### src/rtl/calc_pkg.sv
// Shared types and defaults for the calculator command sequencer.
package calc_pkg;

  localparam int unsigned DEFAULT_DATA_W = 16;
  localparam int unsigned DEFAULT_TAG_W  = 4;

  typedef enum logic [1:0] {
    OP_ADD = 2'b00,
    OP_SUB = 2'b01,
    OP_MUL = 2'b10,
    OP_DIV = 2'b11
  } op_t;

  typedef struct packed {
    logic [DEFAULT_DATA_W-1:0] a;
    logic [DEFAULT_DATA_W-1:0] b;
    op_t                       op;
    logic [DEFAULT_TAG_W-1:0]  tag;
  } cmd_t;

  typedef struct packed {
    logic [DEFAULT_DATA_W-1:0] result;
    logic [DEFAULT_TAG_W-1:0]  tag;
    logic                      dz;
  } rsp_t;

  // Flags a divide whose divisor is zero; the result itself is passed through untouched.
  function automatic logic is_div_zero(input logic [1:0] op, input logic b_zero);
    return (op_t'(op) == OP_DIV) && b_zero;
  endfunction

endpackage

### src/rtl/calc_cmd_sequencer_if.sv
// Command, calculator and response signals of the sequencer, grouped for port use.
interface calc_cmd_sequencer_if
  import calc_pkg::*;
#(
  parameter int unsigned DATA_W = DEFAULT_DATA_W,
  parameter int unsigned TAG_W  = DEFAULT_TAG_W
);
  logic              cmd_valid;
  logic              cmd_ready;
  logic [DATA_W-1:0] cmd_a;
  logic [DATA_W-1:0] cmd_b;
  logic [1:0]        cmd_op;
  logic [TAG_W-1:0]  cmd_tag;

  logic [DATA_W-1:0] calc_a;
  logic [DATA_W-1:0] calc_b;
  logic [1:0]        calc_op;
  logic [DATA_W-1:0] calc_result;

  logic              rsp_valid;
  logic              rsp_ready;
  logic [DATA_W-1:0] rsp_result;
  logic [TAG_W-1:0]  rsp_tag;
  logic              rsp_dz;

  // Environment side: command producer, calculator and response consumer.
  modport master (
    output cmd_valid, cmd_a, cmd_b, cmd_op, cmd_tag, calc_result, rsp_ready,
    input  cmd_ready, calc_a, calc_b, calc_op, rsp_valid, rsp_result, rsp_tag, rsp_dz
  );

  // Sequencer side.
  modport slave (
    input  cmd_valid, cmd_a, cmd_b, cmd_op, cmd_tag, calc_result, rsp_ready,
    output cmd_ready, calc_a, calc_b, calc_op, rsp_valid, rsp_result, rsp_tag, rsp_dz
  );
endinterface

### src/rtl/sync_fifo.sv
// Single-clock FIFO with occupancy count; head reads as zero when empty.
module sync_fifo #(
  parameter int unsigned WIDTH = 8,
  parameter int unsigned DEPTH = 4
) (
  input  logic                     clk,
  input  logic                     rst,
  input  logic                     push_i,
  input  logic [WIDTH-1:0]         wdata_i,
  input  logic                     pop_i,
  output logic [WIDTH-1:0]         rdata_o,
  output logic                     full_o,
  output logic                     empty_o,
  output logic [$clog2(DEPTH):0]   count_o
);
  localparam int unsigned AW = $clog2(DEPTH);

  logic [WIDTH-1:0] mem_q [DEPTH];
  logic [AW-1:0]    wptr_q, wptr_d, rptr_q, rptr_d;
  logic [AW:0]      count_q, count_d;
  logic             do_push, do_pop;

  assign empty_o = (count_q == '0);
  assign full_o  = (count_q == (AW+1)'(DEPTH));
  assign count_o = count_q;
  assign rdata_o = empty_o ? '0 : mem_q[rptr_q];

  // A push into a full FIFO is only taken when the head leaves in the same cycle.
  assign do_pop  = pop_i && !empty_o;
  assign do_push = push_i && (!full_o || do_pop);

  // Pointer and occupancy next state.
  always_comb begin
    wptr_d  = do_push ? wptr_q + AW'(1) : wptr_q;
    rptr_d  = do_pop ? rptr_q + AW'(1) : rptr_q;
    count_d = count_q + (AW+1)'(do_push) - (AW+1)'(do_pop);
  end

  // Pointer and occupancy registers.
  always_ff @(posedge clk or posedge rst) begin
    if (rst) begin
      wptr_q  <= '0;
      rptr_q  <= '0;
      count_q <= '0;
    end else begin
      wptr_q  <= wptr_d;
      rptr_q  <= rptr_d;
      count_q <= count_d;
    end
  end

  // Data storage needs no reset; the empty mask hides stale entries.
  always_ff @(posedge clk) begin
    if (do_push) begin
      mem_q[wptr_q] <= wdata_i;
    end
  end

endmodule

### src/rtl/calc_cmd_sequencer.sv
// Buffers calculator commands, issues them only against reserved response space and
// returns tagged results in acceptance order.
module calc_cmd_sequencer
  import calc_pkg::*;
#(
  parameter int unsigned DATA_W    = DEFAULT_DATA_W,
  parameter int unsigned TAG_W     = DEFAULT_TAG_W,
  parameter int unsigned CMD_DEPTH = 4,
  parameter int unsigned RSP_DEPTH = 4,
  parameter int unsigned CALC_LAT  = 1
) (
  input  logic                clk,
  input  logic                rst,
  calc_cmd_sequencer_if.slave bus,
  output logic                busy
);
  localparam int unsigned PipeD = CALC_LAT + 1;
  localparam int unsigned CntW  = $clog2(RSP_DEPTH) + 2;
  localparam int unsigned CmdW  = 2 * DATA_W + 2 + TAG_W;
  localparam int unsigned RspW  = DATA_W + TAG_W + 1;

  typedef struct packed {
    logic [DATA_W-1:0] a;
    logic [DATA_W-1:0] b;
    logic [1:0]        op;
    logic [TAG_W-1:0]  tag;
  } cmd_w_t;

  typedef struct packed {
    logic [DATA_W-1:0] result;
    logic [TAG_W-1:0]  tag;
    logic              dz;
  } rsp_w_t;

  cmd_w_t                   cmd_wdata, cmd_rdata;
  logic                     cmd_push, cmd_full, cmd_empty;
  logic [$clog2(CMD_DEPTH):0] cmd_count;
  rsp_w_t                   rsp_wdata, rsp_rdata;
  logic                     rsp_push, rsp_pop, rsp_full, rsp_empty;
  logic [$clog2(RSP_DEPTH):0] rsp_count;

  logic [DATA_W-1:0] calc_a_q, calc_a_d, calc_b_q, calc_b_d;
  logic [1:0]        calc_op_q, calc_op_d;
  logic [CntW-1:0]   inflight_q, inflight_d, credit_used;
  logic [PipeD-1:0]  pipe_vld_q, pipe_dz_q;
  logic [TAG_W-1:0]  pipe_tag_q [PipeD];
  logic              issue, issue_dz;

  assign cmd_wdata     = '{a: bus.cmd_a, b: bus.cmd_b, op: bus.cmd_op, tag: bus.cmd_tag};
  assign bus.cmd_ready = !cmd_full;
  assign cmd_push      = bus.cmd_valid && !cmd_full;

  sync_fifo #(
    .WIDTH (CmdW),
    .DEPTH (CMD_DEPTH)
  ) u_cmd_fifo (
    .clk     (clk),
    .rst     (rst),
    .push_i  (cmd_push),
    .wdata_i (cmd_wdata),
    .pop_i   (issue),
    .rdata_o (cmd_rdata),
    .full_o  (cmd_full),
    .empty_o (cmd_empty),
    .count_o (cmd_count)
  );

  // A response pop this cycle frees its slot for this cycle's issue decision.
  assign rsp_pop     = !rsp_empty && bus.rsp_ready;
  assign credit_used = inflight_q + CntW'(rsp_count) - CntW'(rsp_pop);
  assign issue       = !cmd_empty && (credit_used < CntW'(RSP_DEPTH));
  assign issue_dz    = is_div_zero(cmd_rdata.op, cmd_rdata.b == '0);

  // Pipe tail lines up with the calculator result for that issue.
  assign rsp_push  = pipe_vld_q[PipeD-1];
  assign rsp_wdata = '{result: bus.calc_result, tag: pipe_tag_q[PipeD-1], dz: pipe_dz_q[PipeD-1]};

  sync_fifo #(
    .WIDTH (RspW),
    .DEPTH (RSP_DEPTH)
  ) u_rsp_fifo (
    .clk     (clk),
    .rst     (rst),
    .push_i  (rsp_push),
    .wdata_i (rsp_wdata),
    .pop_i   (rsp_pop),
    .rdata_o (rsp_rdata),
    .full_o  (rsp_full),
    .empty_o (rsp_empty),
    .count_o (rsp_count)
  );

  assign bus.rsp_valid  = !rsp_empty;
  assign bus.rsp_result = rsp_rdata.result;
  assign bus.rsp_tag    = rsp_rdata.tag;
  assign bus.rsp_dz     = rsp_rdata.dz;
  assign bus.calc_a     = calc_a_q;
  assign bus.calc_b     = calc_b_q;
  assign bus.calc_op    = calc_op_q;
  assign busy           = (cmd_count != '0) || (inflight_q != '0) || !rsp_empty;

  // Calculator operands load on issue and hold otherwise; in-flight count tracks the pipe.
  always_comb begin
    calc_a_d   = calc_a_q;
    calc_b_d   = calc_b_q;
    calc_op_d  = calc_op_q;
    inflight_d = inflight_q + CntW'(issue) - CntW'(rsp_push);
    if (issue) begin
      calc_a_d  = cmd_rdata.a;
      calc_b_d  = cmd_rdata.b;
      calc_op_d = cmd_rdata.op;
    end
  end

  // Operand registers, in-flight counter and the result-alignment pipe.
  always_ff @(posedge clk or posedge rst) begin
    if (rst) begin
      calc_a_q   <= '0;
      calc_b_q   <= '0;
      calc_op_q  <= '0;
      inflight_q <= '0;
      pipe_vld_q <= '0;
      pipe_dz_q  <= '0;
      for (int i = 0; i < PipeD; i++) begin
        pipe_tag_q[i] <= '0;
      end
    end else begin
      calc_a_q      <= calc_a_d;
      calc_b_q      <= calc_b_d;
      calc_op_q     <= calc_op_d;
      inflight_q    <= inflight_d;
      pipe_vld_q    <= {pipe_vld_q[PipeD-2:0], issue};
      pipe_dz_q     <= {pipe_dz_q[PipeD-2:0], issue && issue_dz};
      pipe_tag_q[0] <= cmd_rdata.tag;
      for (int i = 1; i < PipeD; i++) begin
        pipe_tag_q[i] <= pipe_tag_q[i-1];
      end
    end
  end

  // Reserved credit means a landing result always finds a free response slot.
  a_rsp_no_overflow : assert property (@(posedge clk) disable iff (rst) !(rsp_push && rsp_full));

endmodule
### src/flat_wrapper.sv
// flat-port wrapper written by rule: the top's interface ports become plain ports
module calc_cmd_sequencer_flat import calc_pkg::*;
#(
  parameter int unsigned DATA_W    = DEFAULT_DATA_W,
  parameter int unsigned TAG_W     = DEFAULT_TAG_W,
  parameter int unsigned CMD_DEPTH = 4,
  parameter int unsigned RSP_DEPTH = 4,
  parameter int unsigned CALC_LAT  = 1
)
  (clk, rst, busy, bus_cmd_valid, bus_cmd_a, bus_cmd_b, bus_cmd_op, bus_cmd_tag, bus_calc_result, bus_rsp_ready, bus_cmd_ready, bus_calc_a, bus_calc_b, bus_calc_op, bus_rsp_valid, bus_rsp_result, bus_rsp_tag, bus_rsp_dz);
  calc_cmd_sequencer_if #(.DATA_W(DATA_W), .TAG_W(TAG_W)) bus_i ();
  input  logic clk;
  input  logic rst;
  output logic busy;
  input wire logic [$bits(bus_i.cmd_valid)-1:0] bus_cmd_valid;
  input wire logic [$bits(bus_i.cmd_a)-1:0] bus_cmd_a;
  input wire logic [$bits(bus_i.cmd_b)-1:0] bus_cmd_b;
  input wire logic [$bits(bus_i.cmd_op)-1:0] bus_cmd_op;
  input wire logic [$bits(bus_i.cmd_tag)-1:0] bus_cmd_tag;
  input wire logic [$bits(bus_i.calc_result)-1:0] bus_calc_result;
  input wire logic [$bits(bus_i.rsp_ready)-1:0] bus_rsp_ready;
  output wire logic [$bits(bus_i.cmd_ready)-1:0] bus_cmd_ready;
  output wire logic [$bits(bus_i.calc_a)-1:0] bus_calc_a;
  output wire logic [$bits(bus_i.calc_b)-1:0] bus_calc_b;
  output wire logic [$bits(bus_i.calc_op)-1:0] bus_calc_op;
  output wire logic [$bits(bus_i.rsp_valid)-1:0] bus_rsp_valid;
  output wire logic [$bits(bus_i.rsp_result)-1:0] bus_rsp_result;
  output wire logic [$bits(bus_i.rsp_tag)-1:0] bus_rsp_tag;
  output wire logic [$bits(bus_i.rsp_dz)-1:0] bus_rsp_dz;
  assign bus_i.cmd_valid = bus_cmd_valid;
  assign bus_i.cmd_a = bus_cmd_a;
  assign bus_i.cmd_b = bus_cmd_b;
  assign bus_i.cmd_op = bus_cmd_op;
  assign bus_i.cmd_tag = bus_cmd_tag;
  assign bus_i.calc_result = bus_calc_result;
  assign bus_i.rsp_ready = bus_rsp_ready;
  assign bus_cmd_ready = bus_i.cmd_ready;
  assign bus_calc_a = bus_i.calc_a;
  assign bus_calc_b = bus_i.calc_b;
  assign bus_calc_op = bus_i.calc_op;
  assign bus_rsp_valid = bus_i.rsp_valid;
  assign bus_rsp_result = bus_i.rsp_result;
  assign bus_rsp_tag = bus_i.rsp_tag;
  assign bus_rsp_dz = bus_i.rsp_dz;
  calc_cmd_sequencer #(.DATA_W(DATA_W), .TAG_W(TAG_W), .CMD_DEPTH(CMD_DEPTH), .RSP_DEPTH(RSP_DEPTH), .CALC_LAT(CALC_LAT)) u_core (.clk(clk), .rst(rst), .bus(bus_i), .busy(busy));
endmodule
### config.mk
export PLATFORM = sky130hd
export DESIGN_NAME = calc_cmd_sequencer_flat
export DESIGN_NICKNAME = d
export VERILOG_FILES = /design/src/rtl/calc_pkg.sv /design/src/rtl/calc_cmd_sequencer_if.sv /design/src/rtl/sync_fifo.sv /design/src/rtl/calc_cmd_sequencer.sv /design/src/flat_wrapper.sv
export SDC_FILE = /design/constraint.sdc
export NUM_CORES = 1
export LEC_CHECK = 0
export CAP_MARGIN = 20
export CORE_MARGIN = 4
export CORE_UTILIZATION = 56
export CTS_CLUSTER_SIZE = 20
export DETAILED_ROUTE_END_ITERATION = 6
export PLACE_DENSITY = 0.87
export REMOVE_ABC_BUFFERS = 1
export SLEW_MARGIN = 20
export SYNTH_ARGS = -nofsm -noshare
export SYNTH_HDL_FRONTEND = slang
export SYNTH_SLANG_ARGS = --single-unit
### constraint.sdc
create_clock -name clk -period 4.9 [get_ports clk]
set_input_delay 0.49 -clock clk [delete_from_list [all_inputs] [get_ports clk]]
set_output_delay 0.49 -clock clk [all_outputs]
set_load 0.02 [all_outputs]
## Word level (Yosys, flattened, before mapping)

Memories as Yosys holds them, arrays and structs flattened.
Index checks and enable logic that the tools add are counted.
Widths: inputs -> output; s select.

| word-level totals | value |
|---|---|
| register bits after elaboration | 64 |
| RAM bits | 236 |
| input bits | 58 |
| output and inout bits | 58 |
| logic and storage cells | 60 |
| memories | 2 |

| cells by class | value |
|---|---|
| add/subtract/negate cells | 12 |
| magnitude comparators | 1 |
| equality and inequality tests | 3 |
| mux-type cells | 6 |
| reduce and logical (&&, ||, !) cells | 22 |

Memory list:

| name | depth | bits a word | rd ports | clocked after Yosys merged registers in | wr ports | RTL line | text |
|---|---|---|---|---|---|---|---|
| u_core.u_cmd_fifo.mem_q | 4 | 38 | 1 | 0 | 1 | sync_fifo.sv:18 | `logic [WIDTH-1:0] mem_q [DEPTH];` |
| u_core.u_rsp_fifo.mem_q | 4 | 21 | 1 | 0 | 1 | sync_fifo.sv:18 |  |

Operators with widths:

| kind | number |
|---|---|
| $mux 38 | 1 |
| $mux 21 | 1 |
| $logic_not 16->1 | 1 |
| $logic_and 1x1->1 | 9 |
| $add 2x1->2 const B | 4 |
| $sub 4x1->4 | 2 |
| $add 3x1->3 | 2 |
| $eq 3x3->1 const B | 2 |
| $logic_not 3->1 | 2 |
| $sub 3x1->3 | 2 |
| $add 4x1->4 | 1 |
| $add 4x3->4 | 1 |
| $logic_not 1->1 | 4 |
| $logic_or 1x1->1 | 4 |
| $lt 4x3->1 const B | 1 |
| $mux 1 | 4 |
| $reduce_bool 4->1 | 1 |
| $reduce_bool 3->1 | 1 |
| $eq 2x2->1 const B | 1 |

## Logic depth before layout (Yosys ltp)

| depth | value |
|---|---|
| depth after elaboration | 11 |
| gate-level depth with buffers | 18 |
| mapped depth without buffers | 17 |

## Cells and area by module

Synthesis repeated with hierarchy kept, for this count alone.

| second synthesis, totals | value |
|---|---|
| cell total of the unflattened synthesis | 584 |
| area total of the unflattened synthesis | 11875.1 µm² |

Modules (own cells, without submodules):

| module | instances | cells each | area each (µm²) | seq. area each (µm²) |
|---|---|---|---|---|
| sync_fifo (u_core.u_cmd_fifo) | 1 | 279 | 6214.7 | 4739.5 |
| sync_fifo (u_core.u_rsp_fifo) | 1 | 170 | 3597.2 | 2697.6 |
| calc_cmd_sequencer | 1 | 135 | 2063.2 | 1251.2 |

## Worst setup path before layout

Ideal clock, no wire load.

| timing | value |
|---|---|
| path kind | reg-to-reg |
| start | register u_core.u_rsp_fifo.count_q[1] (netlist: u_core.u_rsp_fifo.count_o[1]) |
| end | register u_core.u_cmd_fifo.count_q[2] (netlist: u_core.u_cmd_fifo.count_o[2]) |
| setup time | 123 ps |
| arrival time | 3615 ps |
| data required time | 4777 ps |
| slack | 1162 ps |
| stages on the path, launching flop included | 19 |
| buffers on the path | 1 |
| clock period less this slack | 3738 ps |
| path through | dfrtp_1 nor3_1 inv_1 nand2_1 inv_1 ha_1 inv_1 ha_1 and3b_1 or4_4 a21oi_4 buf_6 ha_1 inv_1 ha_1 inv_1 fa_1 xnor2_1 xnor2_1 |

| on the way | value |
|---|---|
| longest elaborated chain between the ends | 11 |
| elaborated cells between the ends (all ways) | 12 |
| those cells by class | add/sub: 4; order compare: 1; reduce/logical: 7 |

RTL lines:

| what | RTL line | text |
|---|---|---|
| from (decl) | sync_fifo.sv:20 | `logic [AW:0] count_q, count_d;` |
| from (signal assigned) | sync_fifo.sv:48 | `count_q <= count_d;` |
| branches (longest 3 deep; another with $add 4x3->4) | - |  |
| $sub 4x1->4 (*) | calc_cmd_sequencer.sv:70 | `assign credit_used = inflight_q + CntW'(rsp_count) - CntW'(rsp_pop);` |
| $lt 4x3->1 (*) | calc_cmd_sequencer.sv:71 | `assign issue = !cmd_empty && (credit_used < CntW'(RSP_DEPTH));` |
| $logic_and 1x1->1 (*) | calc_cmd_sequencer.sv:71 |  |
| named net u_core.issue | calc_cmd_sequencer.sv:47 | `logic issue, issue_dz;` |
| $logic_and 1x1->1 (*) | sync_fifo.sv:29 | `assign do_pop = pop_i && !empty_o;` |
| $logic_or 1x1->1 | sync_fifo.sv:30 | `assign do_push = push_i && (!full_o \|\| do_pop);` |
| $logic_and 1x1->1 | sync_fifo.sv:30 |  |
| $add 3x1->3 | sync_fifo.sv:36 | `count_d = count_q + (AW+1)'(do_push) - (AW+1)'(do_pop);` |
| $sub 3x1->3 (*) | sync_fifo.sv:36 |  |
| named net u_core.u_cmd_fifo.count_d[2] | sync_fifo.sv:20 |  |
| to (signal assigned) | sync_fifo.sv:48 |  |
| to (decl) | sync_fifo.sv:20 |  |

Mark *: on every way through the listed nets, which the timed path passes.
A chain may end at the register's enable or synchronous reset.

## Worst setup path in the final report

| timing | value |
|---|---|
| start | register u_core.u_rsp_fifo.count_q[1] (netlist: u_core.u_rsp_fifo.count_o[1]) |
| end | register u_core.inflight_q[1] |

| on the way | value |
|---|---|
| longest elaborated chain between the ends | 8 |
| elaborated cells between the ends (all ways) | 9 |
| those cells by class | add/sub: 4; order compare: 1; reduce/logical: 4 |

RTL lines:

| what | RTL line | text |
|---|---|---|
| branches (longest 3 deep; another with $add 4x3->4) | - |  |
| $sub 4x1->4 (*) | calc_cmd_sequencer.sv:70 |  |
| $lt 4x3->1 (*) | calc_cmd_sequencer.sv:71 |  |
| $logic_and 1x1->1 (*) | calc_cmd_sequencer.sv:71 |  |
| $add 4x1->4 (*) | calc_cmd_sequencer.sv:107 | `inflight_d = inflight_q + CntW'(issue) - CntW'(rsp_push);` |
| $sub 4x1->4 (*) | calc_cmd_sequencer.sv:107 |  |
| named net u_core.inflight_d[1] | calc_cmd_sequencer.sv:44 | `logic [CntW-1:0] inflight_q, inflight_d, credit_used;` |
| to (signal assigned) | calc_cmd_sequencer.sv:131 | `inflight_q <= inflight_d;` |
| to (decl) | calc_cmd_sequencer.sv:44 |  |

Marked as above.

==> impl_metrics.toml <==
[status]
status = "finished, final reports clean"

[cts]
cts_buffers = 30
cts_tree = "yes"
cts_hold_buf = 0
cts_resized = 0
root_buffer = "clkbuf_16"
cts_setup_buffers = 0
htree_levels = 1
clock_latency_ns = 0.54
cts.sinks = 300
clock_path_buffers = 3
clkTransAtPathRegs_ns = 0.06

[route]
drt-initial-drc-count = 305
vias_per_cell = 5.63
vias = 5436
routed_wirelength_um = 21100
wl_per_cell_um = 21.8
drt_drc_violations_left = 0
dr.pass1.iters = 5
drtAntennaViolNets = 0

[run]
max_cap_viol_count = 0

[grt]
grt_pass1_wl_um = 33200
grt_overflow = 0
antenna_found_initial = 1
grt_use_total_pct = 19.0
grt_pass1_vias = 5880
grt_max_degree = 40

[floorplanning]
die_area_um2 = 22800
die_w_um = 151
core_um2 = 20200
rows = 52
die_y_um = 151
io_pins = 116
start_util_pct = 56.8

[pwr]
peakVddDrop_uv = 422
p_per_area_nw_per_um2 = 697
leakage_nw = 4.90

[placement]
place_area_um2 = 12900
gp_congestion = 0.725
dp_hpwl_um = 12900
io_buffer_count = 115

[synthesis]
ys_ff_latch = 300
synthesis.area_um2 = 11500
synth_cell_types = 34
synth.yosys.seq_area_share_pct = 75.8
syn_area_per_cell_um2 = 21.3
synth_cells = 538
synth_warnings = 0

[timing]
max_freq_mhz = 247
slew_violations = 0
fin_crit_ns = 4.04
hold_violations = 0
worstMarginPinSlew_ns = 1.08
post-route-period-util_pct = 82.5
rsz0062_at_grt = "false"
clock_skew_ns = 0.0197
timing.setup.tns_ns = 0
finalSetupViolCount = 0
slew_headroom_pct = 27.9

[worst_setup_path]
startpoint_type = "flop"
r2r_end = "u_core.inflight_q[1]"
crit_required_ns = 5.30
reg2reg_from = "u_core.u_rsp_fifo.count_o[1]"
ff2ff_path_depth = 13
critPathMaxFanout = 38
path_class = "reg2reg"
rrSetupSlack_ns = 0.86
end_kind = "flop"
critPathArrivalTime_ns = 4.44

[cells_and_area]
syn2layout_area_growth_pct = 21.1
drive_above_1_share_pct = 22.3
final-seq-area_um2 = 8690
multi_input_area_um2 = 2590
layout_common_cells = "236 x edfxtp_1, 115 x clkdlybuf4s50_1, 62 x dfrtp_1"
fin_util_pct = 68.9
final_common_cell = "edfxtp_1"
finish.instance_area_um2 = 13900
finalNetCount = 753
fillers = 1242

[hold_path]
hold_path_class = "in2async"
==> synth_stat cells, drive strengths merged <==
| cell | instances | share of area, % |
|---|---|---|
| nand3 | 1 | 0.044 |
| o41a | 1 | 0.098 |
| edfxtp | 236 | 62 |
| nor4 | 3 | 0.16 |
| and2 | 26 | 1.4 |
| mux4 | 59 | 12 |
| o21ai | 1 | 0.044 |
| fa | 3 | 0.52 |
| nand4 | 1 | 0.055 |
| and3 | 4 | 0.22 |
| nor4b | 1 | 0.076 |
| nand2 | 3 | 0.098 |
| inv | 25 | 0.82 |
| nor2 | 4 | 0.13 |
| xnor2 | 8 | 0.61 |
| ha | 21 | 2.3 |
| and4 | 2 | 0.15 |
| a21oi | 3 | 0.23 |
| a21o | 2 | 0.13 |
| or4 | 1 | 0.098 |
| and3b | 1 | 0.076 |
| dfrtp | 64 | 14 |
| o211ai | 1 | 0.066 |
| nor2b | 4 | 0.22 |
| clkbuf | 8 | 0.26 |
| xor2 | 5 | 0.38 |
| nor3 | 2 | 0.087 |
| mux2 | 35 | 3.4 |
| buf | 11 | 0.62 |
| nand2b | 1 | 0.055 |
| xor3 | 1 | 0.21 |
==> how the worst max path moves through the flow <==
| stage | from | endpoint | slack, ns |
|---|---|---|---|
| 4_1_cts | u_core.u_rsp_fifo.count_o[1] | u_core.inflight_q[1] | 0.82 |
| 3_3_place_gp | u_core.u_rsp_fifo.count_o[1] | u_core.inflight_q[1] | 1.01 |
| 6_report | u_core.u_rsp_fifo.count_o[1] | u_core.inflight_q[1] | 0.86 |
| 3_5_place_dp | u_core.u_rsp_fifo.count_o[1] | u_core.inflight_q[1] | 0.85 |
| 2_1_floorplan | u_core.u_rsp_fifo.count_o[1] | u_core.u_cmd_fifo.count_o[2] | 0.55 |
| 5_1_grt | u_core.u_rsp_fifo.count_o[1] | u_core.u_cmd_fifo.count_o[2] | 0.45 |
==> critical path, cell delays in order (launching register included) <==
cell	delay, ns
dfrtp_1	0.45
nor3_1	0.30
inv_1	0.35
nand2_1	0.26
inv_1	0.06
ha_1	0.19
inv_1	0.06
ha_1	0.22
and3b_1	0.19
or4_4	0.51
a21oi_4	0.14
buf_4	0.47
ha_1	0.29
fa_1	0.42
==> per-stage QoR <==
| stage | power, mW | hold slack, ns | worst slack (ns) | cells |
|---|---|---|---|---|
| floorplan | 6.19 | 0.331 | 0.552 | 519 |
| global placement | 7.30 | 0.334 | 1.01 | 909 |
| detailed placement | 7.54 | 0.335 | 0.848 | 909 |
| CTS | 9.79 | 0.348 | 0.825 | 965 |
| global route | 10.2 | 0.355 | 0.453 | 965 |
| finish | 9.68 | 0.347 | 0.857 | 966 |
==> per-layer routing <==
| layer | GRT usage (%) | routed length (um) |
|---|---|---|
| met4 | 4.35 | 360 |
| met3 | 4.19 | 1210 |
| met2 | 33.2 | 11200 |
| met5 | 0 | 13 |
| met1 | 24.7 | 8260 |
==> where the power goes <==
part / total [mW] / internal (mW) / switching [mW]
registers: 3.93 / 3.47 / 0.452
logic: 3.54 / 1.86 / 1.68
clock network: 2.22 / 1.33 / 0.891
==> cells by family after synthesis <==
logic type,Yosys count,share of synthesized area (%)
DFF,300,75.8
muxes,94,15.0
and+or+nand+nor,54,2.89
buffers and inverters,44,1.70
adders and majority gates,24,2.82
xor gates and xnor gates,14,1.20
AOI/OAI and AO/OA,8,0.568
==> layout make-up <==
type                       count  area share, %
sequential                   300           62.6
multi-input combinational    194           18.6
timing repair buffer         120           8.56
clock buffer                  44           6.23
tap                          270           2.43
clock inverter                12          0.856
inverter                      25          0.676
antenna                        1         0.0180
==> state kept, by name, indices dropped and copies added, names as in the netlist <==
signal,cells
u_core.u_rsp_fifo.count_o,3
u_core.pipe_vld_q,2
u_core.bus.calc_a,16
u_core.inflight_q,4
u_core.u_cmd_fifo.rptr_q,2
u_core.u_cmd_fifo.mem_q,152
u_core.u_rsp_fifo.mem_q,84
u_core.u_cmd_fifo.wptr_q,2
u_core.pipe_tag_q,8
u_core.u_cmd_fifo.count_o,3
u_core.bus.calc_op,2
u_core.pipe_dz_q,2
u_core.bus.calc_b,16
u_core.u_rsp_fifo.wptr_q,2
u_core.u_rsp_fifo.rptr_q,2
No activity file was read; power rests on OpenSTA's default activity.
